### config.mk
export PLATFORM = sky130hd
export DESIGN_NAME = shift_pattern_ctrl
export DESIGN_NICKNAME = d
export VERILOG_FILES = /design/src/rtl/shift_pattern_ctrl.sv
export SDC_FILE = /design/constraint.sdc
export NUM_CORES = 1
export LEC_CHECK = 0
export CORE_MARGIN = 4
export CORE_UTILIZATION = 39
export DETAILED_ROUTE_END_ITERATION = 8
export HOLD_SLACK_MARGIN = 0.12
export SLEW_MARGIN = 20
export SYNTH_ARGS = -nofsm -noshare
export SYNTH_HDL_FRONTEND = slang
export SYNTH_SLANG_ARGS = --single-unit
### constraint.sdc
create_clock -name i_clk -period 2.2 [get_ports i_clk]
set_input_delay 0.33 -clock i_clk [delete_from_list [all_inputs] [get_ports i_clk]]
set_output_delay 0.33 -clock i_clk [all_outputs]
set_load 0.01 [all_outputs]
### src/rtl/shift_pattern_ctrl.sv
// Pattern sequencer for a chain of NUM_REGS 74hc595 registers driven through the serial shifter.
// Optional build macro READY_TIMEOUT_EN adds a sticky ready-wait timeout (o_error).
module shift_pattern_ctrl #(
  parameter int unsigned          NUM_REGS       = 1,
  parameter int unsigned          PERIOD         = 24'd10000000,
  parameter logic [8*NUM_REGS-1:0] INIT_PATTERN  = {NUM_REGS{8'h55}},
  parameter int unsigned          TIMEOUT_CYCLES = 1024
) (
  input  logic                    i_clk,
  input  logic                    i_rst,
  input  logic                    i_run,
  input  logic [1:0]              i_mode,
  input  logic                    i_load,
  input  logic [8*NUM_REGS-1:0]   i_load_data,
  input  logic                    i_ready,
  output logic [8*NUM_REGS-1:0]   o_data,
  output logic                    o_enable,
  output logic                    o_busy,
  output logic [15:0]             o_frames,
  output logic                    o_error
);

  localparam int W  = 8 * NUM_REGS;
  localparam int TW = (PERIOD > 1) ? $clog2(PERIOD) : 1;

  localparam logic [2:0] IDLE       = 3'd0;
  localparam logic [2:0] STROBE     = 3'd1;
  localparam logic [2:0] GUARD      = 3'd2;
  localparam logic [2:0] WAIT_READY = 3'd3;
  localparam logic [2:0] WAIT_TICK  = 3'd4;
  localparam logic [2:0] UPDATE     = 3'd5;

  logic [2:0]    state_q, state_d;
  logic [W-1:0]  data_q, data_d;
  logic [W-1:0]  pend_data_q, pend_data_d;
  logic          pend_q, pend_d;
  logic [TW-1:0] timer_q, timer_d;
  logic [15:0]   frames_q, frames_d;
  logic          enable_q, enable_d;
  logic          busy_q, busy_d;

`ifdef READY_TIMEOUT_EN
  localparam int CW = (TIMEOUT_CYCLES > 1) ? $clog2(TIMEOUT_CYCLES) : 1;
  logic          error_q, error_d;
  logic [CW-1:0] to_q, to_d;
  assign o_error = error_q;
`else
  assign o_error = 1'b0;
`endif

  always_comb begin
    state_d     = state_q;
    data_d      = data_q;
    pend_d      = pend_q;
    pend_data_d = pend_data_q;
    timer_d     = timer_q;
    frames_d    = frames_q;
`ifdef READY_TIMEOUT_EN
    error_d     = error_q;
    to_d        = '0;
`endif

    // Loads outside UPDATE: immediate when idle, otherwise deferred to the next UPDATE
    if (i_load && (state_q != UPDATE)) begin
      if (state_q == IDLE) begin
        data_d = i_load_data;
      end else begin
        pend_d      = 1'b1;
        pend_data_d = i_load_data;
      end
    end

    case (state_q)
      IDLE:   if (i_run && !o_error) state_d = STROBE;
      STROBE: state_d = GUARD;
      GUARD:  state_d = WAIT_READY;
      WAIT_READY: begin
        if (i_ready) begin
          timer_d = TW'(PERIOD - 1);
          state_d = WAIT_TICK;
        end
`ifdef READY_TIMEOUT_EN
        else if (to_q == CW'(TIMEOUT_CYCLES - 1)) begin
          error_d = 1'b1;
          state_d = IDLE;
        end else begin
          to_d = to_q + 1'b1;
        end
`endif
      end
      WAIT_TICK: begin
        if (timer_q == '0) state_d = UPDATE;
        else               timer_d = timer_q - 1'b1;
      end
      UPDATE: begin
        if (pend_q) begin
          data_d = pend_data_q;
        end else begin
          case (i_mode)
            2'd0:    data_d = ~data_q;
            2'd1:    data_d = {data_q[W-2:0], data_q[W-1]};
            2'd2:    data_d = data_q + W'(1);
            default: data_d = data_q;
          endcase
        end
        // A load landing in this very cycle becomes the pending word for the next frame
        pend_d = i_load;
        if (i_load) pend_data_d = i_load_data;
        frames_d = frames_q + 16'd1;
        state_d  = i_run ? STROBE : IDLE;
      end
      default: state_d = IDLE;
    endcase

    enable_d = (state_d == STROBE);
    busy_d   = (state_d != IDLE);
  end

  always_ff @(posedge i_clk or posedge i_rst) begin
    if (i_rst) begin
      state_q     <= IDLE;
      data_q      <= INIT_PATTERN;
      pend_q      <= 1'b0;
      pend_data_q <= '0;
      timer_q     <= '0;
      frames_q    <= 16'd0;
      enable_q    <= 1'b0;
      busy_q      <= 1'b0;
    end else begin
      state_q     <= state_d;
      data_q      <= data_d;
      pend_q      <= pend_d;
      pend_data_q <= pend_data_d;
      timer_q     <= timer_d;
      frames_q    <= frames_d;
      enable_q    <= enable_d;
      busy_q      <= busy_d;
    end
  end

`ifdef READY_TIMEOUT_EN
  always_ff @(posedge i_clk or posedge i_rst) begin
    if (i_rst) begin
      error_q <= 1'b0;
      to_q    <= '0;
    end else begin
      error_q <= error_d;
      to_q    <= to_d;
    end
  end
`endif

  assign o_data   = data_q;
  assign o_enable = enable_q;
  assign o_busy   = busy_q;
  assign o_frames = frames_q;

endmodule
# [Word level (Yosys, flattened, before mapping)]
# Cells that the tools add are included.
[classes] mux=20 n_eq_ne=13 bitwise_logic=1 add_sub_neg=3 reduce_logical=11
[op_table] op="8-bit 2-to-1 mux" n=8
[op_table] op="24-bit 2-to-1 mux" n=2
[op_table] op="24-bit case mux with 2 select lines" n=1
[op_table] op="24-bit logical NOT" n=1
[op_table] op="8-bit case mux with 3 select lines" n=1
[op_table] op="24-bit by 1-bit subtractor with 24-bit output, second input constant" n=1
[op_table] op="3-bit case mux with 6 select lines" n=1
[op_table] op="16-bit by 1-bit adder with 16-bit output, second input constant" n=1
[op_table] op="3-bit 2-to-1 mux" n=3
[op_table] op="8-bit by 1-bit adder with 8-bit output, second input constant" n=1
[op_table] op="8-bit NOT" n=1
[op_table] op="3-bit by 1-bit == test with 1-bit output, second input constant" n=2
[op_table] op="3-bit by 2-bit == test with 1-bit output, second input constant" n=2
[op_table] op="3-bit == test, second input constant" n=2
[op_table] op="3-bit AND reduction" n=2
[op_table] op="2-bit nonzero test" n=3
[op_table] op="5-bit by 2-bit inequality test with 1-bit output, second input constant" n=1
[op_table] op="1-bit 2-to-1 mux" n=4
[op_table] op="2-bit inequality test, second input constant" n=2
[op_table] op="3-bit logical NOT" n=1
[op_table] op="3-bit inequality test, second input constant" n=1
[op_table] op="3-bit nonzero test" n=1
[op_table] op="2-bit by 1-bit == test with 1-bit output, second input constant" n=1
[op_table] op="2-bit == test, second input constant" n=1
[op_table] op="other kinds (4)" n=4
[word_totals] reg_bits=62 inputBits=15 word_cells=56

# [Longest topological paths before layout]
[logic_depth] word_depth=5 ltp_mapped=8

# [Worst setup path before layout]
# No wires, ideal clock.
[synth_timing] path_type="flip-flop to flip-flop" from="register timer_q[17]" to="register timer_q[5]" t_arrival_ns=1.994 path_stages_with_launch=7 required_ns=2.066 path_buffers=1 setup_slack_ns=0.072 path_cell_list="dfrtp_1 -> or4_4 -> or4_4 -> buf_6 -> o211ai_2 -> xor2_1 -> nand2_1"
[synth_between] elab_chain_len=3
[synth_lines] element="start: declaration" line="37" source="logic [TW-1:0] timer_q, timer_d;"
[synth_lines] element="start signal: assignment" line="134" source="timer_q <= timer_d;"
[synth_lines] element="24-bit logical NOT" line="92" source="if (timer_q == '0) state_d = UPDATE;"
[synth_lines] element="2-bit inequality test (no line)"
[synth_lines] element="3-bit AND reduction (no line)"
# Every way passes these cells.
# A chain may end at the register's enable or synchronous reset.

# [Final worst setup path]
[layout_timing] from="register timer_q[19]" to="register timer_q[22]"
[layout_between] elab_chain_len=3 word_cells_on_any_way=6 cone_classes="add/sub: 1; eq/ne: 1; mux: 2; reduce/logical: 2"
[layout_lines] element="24-bit by 1-bit subtractor with 24-bit output / 24-bit logical NOT (equally long branches)" line="93, 92"
[layout_lines] element="24-bit 2-to-1 mux / 2-bit inequality test (equally long branches)"
[layout_lines] element="24-bit case mux with 2 select lines / 3-bit AND reduction (equally long branches)"
# Parallel ways exist; a longest one is shown, timed or not. The select of a mux whose other input is x is not followed.

==> metrics <==
Hold Fails Final Rpt=0; first-pass GRT wire length=13520 µm; via count=2876; CTS root buffer=clkbuf_8; ys async rst share=100.0%; critical path, cell by cell=or4_4 -> buf_4 -> or4_1 -> nor4b_1 -> a31o_2; clk buf depth=2; # diodes=0; DRT iter0 DRCs=120; switching share of power=34.52%; vias in the first global route=2878; status=finished clean; crit path launch type=flop; # DRC=0; period utilisation layout=96.72%; wire per inst=14.69 µm; largest net degree at the start of global routing=63; Slowest cell on crit path=or4_1; minimum clock period after layout=2.128 ns; leakage=1.790 nW; Die ar.=0.01042 mm²; post-synth top area cell=dfrtp_1; max-capacitance violation count=0; combinational power share=33.5%; count leader, synth=dfrtp_1; initial antenna violation count=0; max-slew violation count=0; R2R Setup Slk=0.07 ns; clk slew on worst S/H paths=0.08 ns; Routed WL=7872 µm; CP required=2.48 ns; maximum vdd ir drop=0.0005861 V; number of synthesized flops with an enable pin=0; GPL Wtd Cong=0.8794; Die Span X=102.1 µm; clk_lat worst skew=0.33 ns; Netlist cell types=61; chip height=102.1 µm; Setup crit end kind=flop; NetSw=0.001361 W; Clock power frac=24.6%; DRT antenna net count=0; flops & latches, synth=62; H-tree depth=3; vias per cell=5.366; register area share after synthesis=45.09%; CP arrival=2.41 ns; buffers added on ports=40; CTS sink cnt=62; dpl hpwl=5530 µm; Post-Syn Instances=358; Total GRT Usage=16.32%; slowest stage delay, CP=0.52 ns; DRT Pass-1 Iters=4; Synth top area share=42.04%; YS warnings=0; Area contributors post-synth=dfrtp_1 42%, xnor2_1 5.6%, nand2_1 4.6%; Syn Nets=379; Top FF cell, synth=dfrtp_1; achievable frequency=469.9 MHz; worst flop-to-flop path endpoint=timer_q[22]$_DFFE_PP0P_; Congestion Overflow GR=0; CTS Buf Count=9; top post-synthesis cells by count=58 x dfrtp_1, 42 x nand2_1, 24 x nor2_1; FF-to-FF path depth=5; nets=444; Post-Syn Area per Cell=9.643 µm²; worst-path maximum fanout=5; critical path class=reg2reg; area delta synth->final=26.06%; Filler cells=865; Seq pwr share=41.9%; hold_ws=0.3751 ns; total power=0.003943 W; power density cells=906.0 mW/mm²; hold buffers post-CTS=0; Worst Hold Class=in2async; # IOs=42; share of layout cells above drive strength 1=17.06%; skew final=0.01202 ns; Internal Power=0.002582 W; Rows=34; core footprint=0.008678 mm²; Initial Utilization=39.78%; RSZ-0062 raised after global routing=no; reg2reg start=timer_q[19]$_DFFE_PP0P_; Synth Cell Area=0.003452 mm²; TritonCTS clock tree=yes; final count of negative-setup-slack endpoints=0
[stage by stage]
step | worst slack, ns | instance area (µm²) | std cells | utilization, % | TNS [ns]
after CTS | 0.07409 | 4335 | 536 | 49.96 | 0
after detailed placement | -0.04210 | 4153 | 520 | 47.85 | -0.1377
after global routing | 0.008937 | 4352 | 536 | 50.14 | 0
final | 0.07210 | 4352 | 536 | 50.14 | 0
after global placement | -0.02121 | 4153 | 520 | 47.85 | -0.03300
after floorplan | 0.07183 | 3452 | 358 | - | 0
[layout by cell type, fill, tap and decap left out, drive strengths merged, types with 3 or more instances in the layout]
cell / netlist / routed
a211oi: 4 / 4
a21o: 4 / 4
a21oi: 14 / 14
a221oi: 6 / 6
a311o: 3 / 3
a31oi: 5 / 5
and3: 5 / 5
buf: 4 / 30
clkbuf: 12 / 12
clkdlybuf4s50: 0 / 40
dfrtp: 58 / 58
dfstp: 4 / 4
ha: 6 / 6
inv: 14 / 14
mux2: 9 / 9
nand2: 42 / 42
nand2b: 8 / 8
nand3: 13 / 13
nand4: 8 / 8
nor2: 25 / 25
nor3: 5 / 5
nor3b: 3 / 3
nor4: 8 / 8
o211ai: 7 / 7
o21ai: 14 / 14
or3: 6 / 6
or4: 4 / 4
xnor2: 22 / 22
xor2: 13 / 13
[per-layer routing]
layer	GRT usage [%]	vias to the layer above	routed length, µm
li1	-	1416	-
met1	22.05	1372	3760
met2	25.74	74	3587
met3	3.003	14	365
met4	6.963	0	158
met5	0	-	0
[worst max-delay path: cells and delay by family, from the launching register on]
family,cells,cell delay [ns]
AND/OR/NAND/NOR,3,1.33
AO/OA/AOI/OAI,1,0.15
flip-flops,1,0.43
buffers and inverters,1,0.16
[worst max-delay path by stage]
stage                       startpoint  slack [ns]                 endpoint
3_5_place_dp                 i_mode[0]       -0.04    o_data[5]$_DFFE_PP0P_
2_1_floorplan  timer_q[17]$_DFFE_PP0P_        0.07   timer_q[5]$_DFFE_PP0P_
3_3_place_gp                 i_mode[0]       -0.02    o_data[5]$_DFFE_PP0P_
4_1_cts        timer_q[17]$_DFFE_PP0P_        0.07   timer_q[4]$_DFFE_PP0P_
6_report       timer_q[19]$_DFFE_PP0P_        0.07  timer_q[22]$_DFFE_PP0P_
5_1_grt         timer_q[9]$_DFFE_PP0P_       0.009  timer_q[23]$_DFFE_PP0P_
[power by group through the flow]
stage | clock (W) | combinational, W | sequential [W]
after global routing | 0.00106 | 0.00148 | 0.00169
after CTS | 0.00100 | 0.00133 | 0.00165
final | 0.000969 | 0.00132 | 0.00165
after global placement | 0 | 0.00131 | 0.00167
after floorplan | 0 | 0.000767 | 0.00164
after detailed placement | 0 | 0.00133 | 0.00166
[cell type report]
type                    instances  area [µm²]  area share [%]
repair buffers                 70       638.1           14.66
multi-input cells             266        1787           41.06
flip-flops and latches         62        1556           35.77
clock inverters                 4       47.55           1.093
clock buffers                  12       135.1           3.105
well taps                     108       135.1           3.105
inverters                      14       52.55           1.208
[repair_timing]
item	4_1_cts	5_1_grt
buffers inserted	0	0
setup endpoints to repair	0	9
resized for setup	0	5
[cell families after synthesis]
logic type / Yosys count / share of synthesized area [%]
DFF: 62 / 45.09
adders and majority gates: 6 / 2.175
muxes: 11 / 3.516
other: 1 / 0.1086
AOI/OAI and AO/OA: 72 / 14.97
buffers and inverters: 30 / 3.624
xor gates and xnor gates: 35 / 8.880
and+or+nand+nor: 141 / 21.64
Power figures use the tool's default switching activity.
